**src/rtl/neuron_frame_sequencer_if.sv**
```systemverilog
// neuron_frame_sequencer_if: line-memory read bus plus result valid/ready handshake; master = sequencer, slave = memory/host
interface neuron_frame_sequencer_if #(parameter int ADDR_W = 10, parameter int LINE_W = 224);
  logic              mem_rd_en;
  logic [ADDR_W-1:0] mem_addr;
  logic [LINE_W-1:0] mem_rd_data;
  logic              out_valid;
  logic              out_ready;
  logic [1:0]        class_idx;
  logic [31:0]       class_score;
  modport master (output mem_rd_en, mem_addr, out_valid, class_idx, class_score, input mem_rd_data, out_ready);
  modport slave (input mem_rd_en, mem_addr, out_valid, class_idx, class_score, output mem_rd_data, out_ready);
endinterface

```
**src/rtl/neuron_frame_sequencer.sv**
```systemverilog
// neuron_frame_sequencer: fetch 7 rows -> strobe neuron_unit -> wait latency -> fp32 argmax -> host; ports: clk/reset(async low), start/frame_base in, bus (memory + result handshake), line_k_out/de_out to neuron_unit, symbol_k_in back, busy/frame_count status
module neuron_frame_sequencer #(
  parameter int NUM_LINES   = 7,
  parameter int LINE_W      = 224,
  parameter int ADDR_W      = 10,
  parameter int NET_LATENCY = 8,
  parameter int NUM_CLASSES = 4
) (
  input  logic                      clk,
  input  logic                      reset,
  input  logic                      start,
  input  logic [ADDR_W-1:0]         frame_base,
  output logic                      busy,
  neuron_frame_sequencer_if.master  bus,
  output logic [LINE_W-1:0]         line_0_out,
  output logic [LINE_W-1:0]         line_1_out,
  output logic [LINE_W-1:0]         line_2_out,
  output logic [LINE_W-1:0]         line_3_out,
  output logic [LINE_W-1:0]         line_4_out,
  output logic [LINE_W-1:0]         line_5_out,
  output logic [LINE_W-1:0]         line_6_out,
  output logic                      de_out,
  input  logic [31:0]               symbol_0_in,
  input  logic [31:0]               symbol_1_in,
  input  logic [31:0]               symbol_2_in,
  input  logic [31:0]               symbol_3_in,
  output logic [15:0]               frame_count
);
  localparam int KW = $clog2(NUM_LINES);
  localparam int CW = $clog2(NUM_CLASSES);
  typedef enum logic [2:0] {IDLE, FETCH, DRAIN, FIRE, WAIT, CAPTURE, CMP, RESULT} state_t;
  state_t st, nxt;
  logic [ADDR_W-1:0] base;
  logic [KW-1:0] k, rd_k;
  logic rd_v;
  logic [7:0] cnt;
  logic [LINE_W-1:0] line_q [NUM_LINES];
  logic [31:0] sym_q [NUM_CLASSES];
  logic [31:0] best;
  logic [CW-1:0] best_idx;
  function automatic logic gt(input logic [31:0] a, input logic [31:0] b);
    return (a[30:0] == '0 && b[30:0] == '0) ? 1'b0 :
           (a[31] != b[31]) ? !a[31] :
           a[31] ? (a[30:0] < b[30:0]) : (a[30:0] > b[30:0]);
  endfunction
  always_comb begin
    nxt = st;
    case (st)
      IDLE:    nxt = start ? FETCH : IDLE;
      FETCH:   nxt = (k == KW'(NUM_LINES - 1)) ? DRAIN : FETCH;
      DRAIN:   nxt = FIRE;
      FIRE:    nxt = (NET_LATENCY == 1) ? CAPTURE : WAIT;
      WAIT:    nxt = (cnt == 8'd1) ? CAPTURE : WAIT;
      CAPTURE: nxt = CMP;
      CMP:     nxt = (k == KW'(NUM_CLASSES - 1)) ? RESULT : CMP;
      RESULT:  nxt = bus.out_ready ? IDLE : RESULT;
      default: nxt = IDLE;
    endcase
  end
  assign busy            = st != IDLE;
  assign bus.mem_rd_en   = st == FETCH;
  assign bus.mem_addr    = (st == FETCH) ? base + ADDR_W'(k) : '0;
  assign de_out          = st == FIRE;
  assign bus.out_valid   = st == RESULT;
  assign bus.class_idx   = best_idx;
  assign bus.class_score = best;
  assign line_0_out = line_q[0];
  assign line_1_out = line_q[1];
  assign line_2_out = line_q[2];
  assign line_3_out = line_q[3];
  assign line_4_out = line_q[4];
  assign line_5_out = line_q[5];
  assign line_6_out = line_q[6];
  always_ff @(posedge clk or negedge reset) begin
    if (!reset) begin
      st          <= IDLE;
      base        <= '0;
      k           <= '0;
      rd_k        <= '0;
      rd_v        <= 1'b0;
      cnt         <= '0;
      line_q      <= '{default: '0};
      sym_q       <= '{default: '0};
      best        <= '0;
      best_idx    <= '0;
      frame_count <= '0;
    end else begin
      st   <= nxt;
      // read data returns one cycle after the request, so the row index travels alongside it
      rd_v <= st == FETCH;
      rd_k <= k;
      if (rd_v) line_q[rd_k] <= bus.mem_rd_data;
      case (st)
        IDLE: if (start) begin
          base <= frame_base;
          k    <= '0;
        end
        FETCH: k <= k + 1'b1;
        FIRE:  cnt <= 8'(NET_LATENCY - 1);
        WAIT:  cnt <= cnt - 1'b1;
        CAPTURE: begin
          sym_q    <= '{symbol_0_in, symbol_1_in, symbol_2_in, symbol_3_in};
          best     <= symbol_0_in;
          best_idx <= '0;
          k        <= KW'(1);
        end
        CMP: begin
          // strict greater-than so ties keep the lower index
          if (gt(sym_q[k[CW-1:0]], best)) begin
            best     <= sym_q[k[CW-1:0]];
            best_idx <= k[CW-1:0];
          end
          k <= k + 1'b1;
        end
        RESULT: if (bus.out_ready) frame_count <= frame_count + 1'b1;
        default: ;
      endcase
    end
  end
endmodule

```
**src/flat_wrapper.sv**
```systemverilog
// flat-port wrapper written by rule: the top's interface ports become plain ports
module neuron_frame_sequencer_flat 
#(
  parameter int NUM_LINES   = 7,
  parameter int LINE_W      = 224,
  parameter int ADDR_W      = 10,
  parameter int NET_LATENCY = 8,
  parameter int NUM_CLASSES = 4
)
  (clk, reset, start, frame_base, busy, line_0_out, line_1_out, line_2_out, line_3_out, line_4_out, line_5_out, line_6_out, de_out, symbol_0_in, symbol_1_in, symbol_2_in, symbol_3_in, frame_count, bus_mem_rd_en, bus_mem_addr, bus_out_valid, bus_class_idx, bus_class_score, bus_mem_rd_data, bus_out_ready);
  neuron_frame_sequencer_if #(.ADDR_W(ADDR_W), .LINE_W(LINE_W)) bus_i ();
  input  logic clk;
  input  logic reset;
  input  logic start;
  input  logic [ADDR_W-1:0] frame_base;
  output logic busy;
  output logic [LINE_W-1:0] line_0_out;
  output logic [LINE_W-1:0] line_1_out;
  output logic [LINE_W-1:0] line_2_out;
  output logic [LINE_W-1:0] line_3_out;
  output logic [LINE_W-1:0] line_4_out;
  output logic [LINE_W-1:0] line_5_out;
  output logic [LINE_W-1:0] line_6_out;
  output logic de_out;
  input  logic [31:0] symbol_0_in;
  input  logic [31:0] symbol_1_in;
  input  logic [31:0] symbol_2_in;
  input  logic [31:0] symbol_3_in;
  output logic [15:0] frame_count;
  output wire logic [$bits(bus_i.mem_rd_en)-1:0] bus_mem_rd_en;
  output wire logic [$bits(bus_i.mem_addr)-1:0] bus_mem_addr;
  output wire logic [$bits(bus_i.out_valid)-1:0] bus_out_valid;
  output wire logic [$bits(bus_i.class_idx)-1:0] bus_class_idx;
  output wire logic [$bits(bus_i.class_score)-1:0] bus_class_score;
  input wire logic [$bits(bus_i.mem_rd_data)-1:0] bus_mem_rd_data;
  input wire logic [$bits(bus_i.out_ready)-1:0] bus_out_ready;
  assign bus_mem_rd_en = bus_i.mem_rd_en;
  assign bus_mem_addr = bus_i.mem_addr;
  assign bus_out_valid = bus_i.out_valid;
  assign bus_class_idx = bus_i.class_idx;
  assign bus_class_score = bus_i.class_score;
  assign bus_i.mem_rd_data = bus_mem_rd_data;
  assign bus_i.out_ready = bus_out_ready;
  neuron_frame_sequencer #(.NUM_LINES(NUM_LINES), .LINE_W(LINE_W), .ADDR_W(ADDR_W), .NET_LATENCY(NET_LATENCY), .NUM_CLASSES(NUM_CLASSES)) u_core (.clk(clk), .reset(reset), .start(start), .frame_base(frame_base), .busy(busy), .bus(bus_i), .line_0_out(line_0_out), .line_1_out(line_1_out), .line_2_out(line_2_out), .line_3_out(line_3_out), .line_4_out(line_4_out), .line_5_out(line_5_out), .line_6_out(line_6_out), .de_out(de_out), .symbol_0_in(symbol_0_in), .symbol_1_in(symbol_1_in), .symbol_2_in(symbol_2_in), .symbol_3_in(symbol_3_in), .frame_count(frame_count));
endmodule
```
**config.mk**
```make
export PLATFORM = sky130hd
export DESIGN_NAME = neuron_frame_sequencer_flat
export DESIGN_NICKNAME = d
export VERILOG_FILES = /design/src/rtl/neuron_frame_sequencer_if.sv /design/src/rtl/neuron_frame_sequencer.sv /design/src/flat_wrapper.sv
export SDC_FILE = /design/constraint.sdc
export NUM_CORES = 2
export LEC_CHECK = 0
export BUFFER_PORTS_ARGS = -buffer_cell sky130_fd_sc_hd__buf_4
export CAP_MARGIN = 20
export CELL_PAD_IN_SITES_DETAIL_PLACEMENT = 1
export CELL_PAD_IN_SITES_GLOBAL_PLACEMENT = 1
export CORE_AREA = 2 2 790 792
export DETAILED_ROUTE_END_ITERATION = 8
export DIE_AREA = 0 0 792 794
export PLACE_DENSITY = 0.42
export SETUP_SLACK_MARGIN = 0.5
export SLEW_MARGIN = 20
export SYNTH_ARGS = -nofsm -noshare
export SYNTH_HDL_FRONTEND = slang
export SYNTH_SLANG_ARGS = --single-unit
```
**constraint.sdc**
```tcl
create_clock -name clk -period 3.7 [get_ports clk]
set_input_delay 0.185 -clock clk [delete_from_list [all_inputs] [get_ports clk]]
set_output_delay 0.185 -clock clk [all_outputs]
set_load 0.05 [all_outputs]
```
==> results.md <==
* Status: complete, no violations
* Synth Warn # at 0
* Gr busiest metal: met2
* Fin Setup TNS at 0 ns
* Vias at 49700
* CTS tree: yes
* Clock Tree Buf Depth at 4
* First-pass GRT wire length at 536000 um
* Setup Skew at 0.103 ns
* Synthesized cell area at 0.0679 mm^2
* Vias per cell at 3.19
* Switching Fraction at 47.6%
* Worst slew pin tran at 1.13 ns
* RSZ-0062 raised after global routing: yes
* Synth async-reset ratio at 100%
* Crit path arrival time at 4.35 ns
* Final Max Tran Viols at 0
* R2R Setup Slk at 0.15 ns
* Syn Area/Cell at 15.5 um^2
* Fmax at 281 MHz
* Clock-pin slew on the worst setup and hold paths at 0.06 ns
* Die Span Y at 794 um
* Root buffer cell: clkbuf_16
* Sequential Power Share at 29.3%
* Power share of the combinational group at 48.2%
* Setup violators final at 0
* Wire per inst at 26.3 um
* Peak VDD IR at 0.533 mV
* Routability congestion estimate at 0.812
* Ys flop type: dfrtp_1
* Number of routed nets with antenna violations at 0
* Startpoint Class: flip-flop
* Final Cycle Share at 96.0%
* DR pass1 iterations at 5
* IO Count at 1998
* DRT Wirelength at 410000 um
* WHS Path Cells at 4
* Met3 usage at 4.30%
* Crit-path max FO at 8
* Pint at 54900 uW
* Yosys top cell by area: dfrtp_1
* Post-DP Area at 0.0943 mm^2
* CP endpoint kind: flip-flop
* Die Wd at 792 um
* Hold Path Sink: u_core.sym_q[12]
* Power per Cell Area at 975 mW/mm^2
* Share of layout cells above drive strength 1 at 36.6%
* Mapped Nets at 4781
* FF-to-FF path depth at 14
* Final Hold Fails at 0
* Final instance area at 0.108 mm^2
* CTS H-tree depth at 4
* Required time worst endpoint at 4.49 ns
* Starting Density at 10.9%
* Seq/Total Area, Yosys at 65.4%
* R2r endpoint: u_core.bus.class_score[7]
* Area grow syn2layout at 58.4%
* Row count at 290
* Minimum clock period at 3.55 ns
* Synth top area cells: dfrtp_1 65%, mux2_1 26%, nand2_1 2.4%
* GRT Overall Usage at 12.5%
* Hpwl dp at 313000 um
* Mapped Cells at 4374
* Synth cell types at 50
* Clock power frac at 22.5%
* Hold Crit Class: in -> reg
* M2 GR Usage at 22.0%
* HP Start: symbol_3_in[12]
* Top cell type's share of synthesized area at 65.4%
* EDFF count, synth at 0
* GRT Residual Overflow at 0
* Core Region at 0.621 mm^2
* Slew HR at 24.8%
* Leakage power at 0.0502 uW
* Largest net degree at the start of global routing at 135
* Final #Nets at 7422
* Area of the die at 0.629 mm^2
* CTS Buf Count at 230
* First DRT Iteration DRCs at 2660
* Grt met1 use at 14.3%
* Vias in the first global route at 53900
* Port buffer count at 1997
* Synthesized flop and latch total at 1774
* WS Path Type: reg -> reg
* Critical R2R Launch: u_core.k[0]
* Worst skew pair latency at 0.97 ns
* NetSw at 49900 uW
* Number of max-cap violations at 0
* Initial antenna violation count at 139
* # clock sinks at 1774
* Drt drc at 0
-- cells in the mapped netlist, types with 12 or more instances --
cell and count:
nand3_1 16, nor2_1 18, dfrtp_1 1774, mux2_1 1579, xnor2_1 12, nor4_1 20
inv_1 45, a21oi_1 23, mux2i_1 63, nand4_1 14, buf_1 69, mux4_2 32
nand2_1 425, ha_1 40, clkbuf_1 147
-- critical path: stages (launching register included) --
cell,delay [ns]
dfrtp_2,0.40
buf_6,0.11
buf_12,0.14
buf_12,0.16
mux4_2,0.58
ha_4,0.30
nand4_1,0.18
nor4_4,0.33
and2_1,0.17
o22ai_1,0.08
a211o_1,0.29
a31oi_4,0.22
buf_6,0.16
buf_6,0.12
mux2i_1,0.20
-- power by group through the flow --
| stage | Sequential [uW] | Combinational [uW] | Clock (uW) |
|---|---|---|---|
| floorplan | 51800 | 8180 | 0 |
| global placement | 30600 | 49600 | 0 |
| detailed placement | 31000 | 49900 | 0 |
| CTS | 30700 | 50800 | 24700 |
| global route | 31700 | 52700 | 25300 |
| finish | 30700 | 50600 | 23600 |
-- routing by layer --
| layer | vias to the layer above | share of wire (%) |
|---|---|---|
| li1 | 20700 | - |
| met1 | 26600 | 38 |
| met2 | 2001 | 50 |
| met3 | 460 | 9.1 |
| met4 | 6 | 3.5 |
| met5 | - | 0.0078 |
-- layout make-up --
class                      instances  area [um^2]
fill                           70200       514000
sequential                      1774        44400
multi-input combinational       2330        22800
timing repair buffer            2632        21800
tap                             8322        10400
clock buffer                     340         6800
clock inverter                    83         1030
antenna                           77          193
inverter                          47          176
-- registers in the layout (all words and copies together) (netlist names) --
register                cells
u_core.line_0_out         224
u_core.line_1_out         224
u_core.line_2_out         224
u_core.line_3_out         224
u_core.line_4_out         224
u_core.line_5_out         224
u_core.line_6_out         224
u_core.sym_q              128
u_core.bus.class_score     32
u_core.frame_count         16
u_core.base                10
u_core.cnt                  8
u_core.k                    3
u_core.rd_k                 3
u_core.st                   3
u_core.bus.class_idx        2
u_core.rd_v                 1
-- metrics by stage --
| stage | util, % | power, uW | hold slack [ns] | std cells | setup slack (ns) |
|---|---|---|---|---|---|
| 2_1_floorplan | - | 60000 | -0.111 | 4374 | 0.407 |
| 5_1_grt | 17.3 | 110000 | 0.0328 | 15600 | 0.0395 |
| 3_3_place_gp | 15.2 | 80200 | 0.240 | 14600 | 0.0951 |
| 3_5_place_dp | 15.2 | 80900 | 0.240 | 14600 | 0.0644 |
| 4_1_cts | 17.2 | 106000 | 0.000213 | 15500 | 0.216 |
| 6_report | 17.3 | 105000 | 0.120 | 15600 | 0.147 |
-- worst max-delay path by stage --
stage	startpoint	to	slack, ns	cells after the start
finish	u_core.k[0]	u_core.bus.class_score[7]	0.15	14
global route	u_core.k[0]	u_core.bus.class_score[7]	0.04	14
CTS	u_core.k[0]	u_core.bus.class_score[7]	0.22	12
detailed placement	u_core.k[0]	u_core.bus.class_score[2]	0.06	12
global placement	u_core.k[0]	u_core.bus.class_score[0]	0.1	12
floorplan	u_core.k[0]	u_core.bus.class_score[18]	0.41	13
-- cells by family (layout without fill, tap and decap cells) --
group / after synthesis / after routing / synth area share, %
muxes: 1675 / 1675 / 28.2
AOI/OAI and AO/OA: 60 / 60 / 0.553
buffers and inverters: 270 / 3102 / 1.56
and+or+nand+nor: 534 / 534 / 3.27
xor gates and xnor gates: 20 / 20 / 0.258
DFF: 1774 / 1774 / 65.4
other: 0 / 77 / 0
adders and majority gates: 41 / 41 / 0.767
-- placed cells by master, fill, tap and decap left out, types with 6 or more instances in the layout --
cell | Yosys | layout
mux2i_1 | 63 | 63
nand4_1 | 14 | 14
nor4_1 | 20 | 16
mux4_2 | 32 | 32
o21ai_1 | 7 | 9
xor2_1 | 8 | 7
nor2_1 | 18 | 14
inv_6 | 0 | 10
clkinv_16 | 0 | 6
dlygate4sd3_1 | 0 | 456
clkbuf_1 | 147 | 47
nand3_1 | 16 | 14
clkbuf_8 | 0 | 63
clkbuf_16 | 0 | 231
nand2_1 | 425 | 421
o21ai_0 | 9 | 7
a21oi_1 | 23 | 19
ha_1 | 40 | 27
ha_4 | 0 | 12
diode_2 | 0 | 77
clkinv_4 | 0 | 8
buf_6 | 5 | 18
buf_12 | 0 | 56
mux2_1 | 1579 | 1577
xnor2_1 | 12 | 12
dfrtp_1 | 1774 | 1773
inv_1 | 45 | 45
clkinv_2 | 0 | 36
buf_4 | 1 | 2097
bufinv_16 | 0 | 13
-- repair_timing --
item / in CTS / in global routing
endpoints found under the setup margin: 44 / 43
hold endpoints to repair: 2931 / 0
gates resized for setup: 38 / 33
cloned: 1 / 1
hold buffers: 457 / 0
pin swaps: 6 / 18
buffers inserted: 9 / 21
No activity file was read; power rests on OpenSTA's default activity.
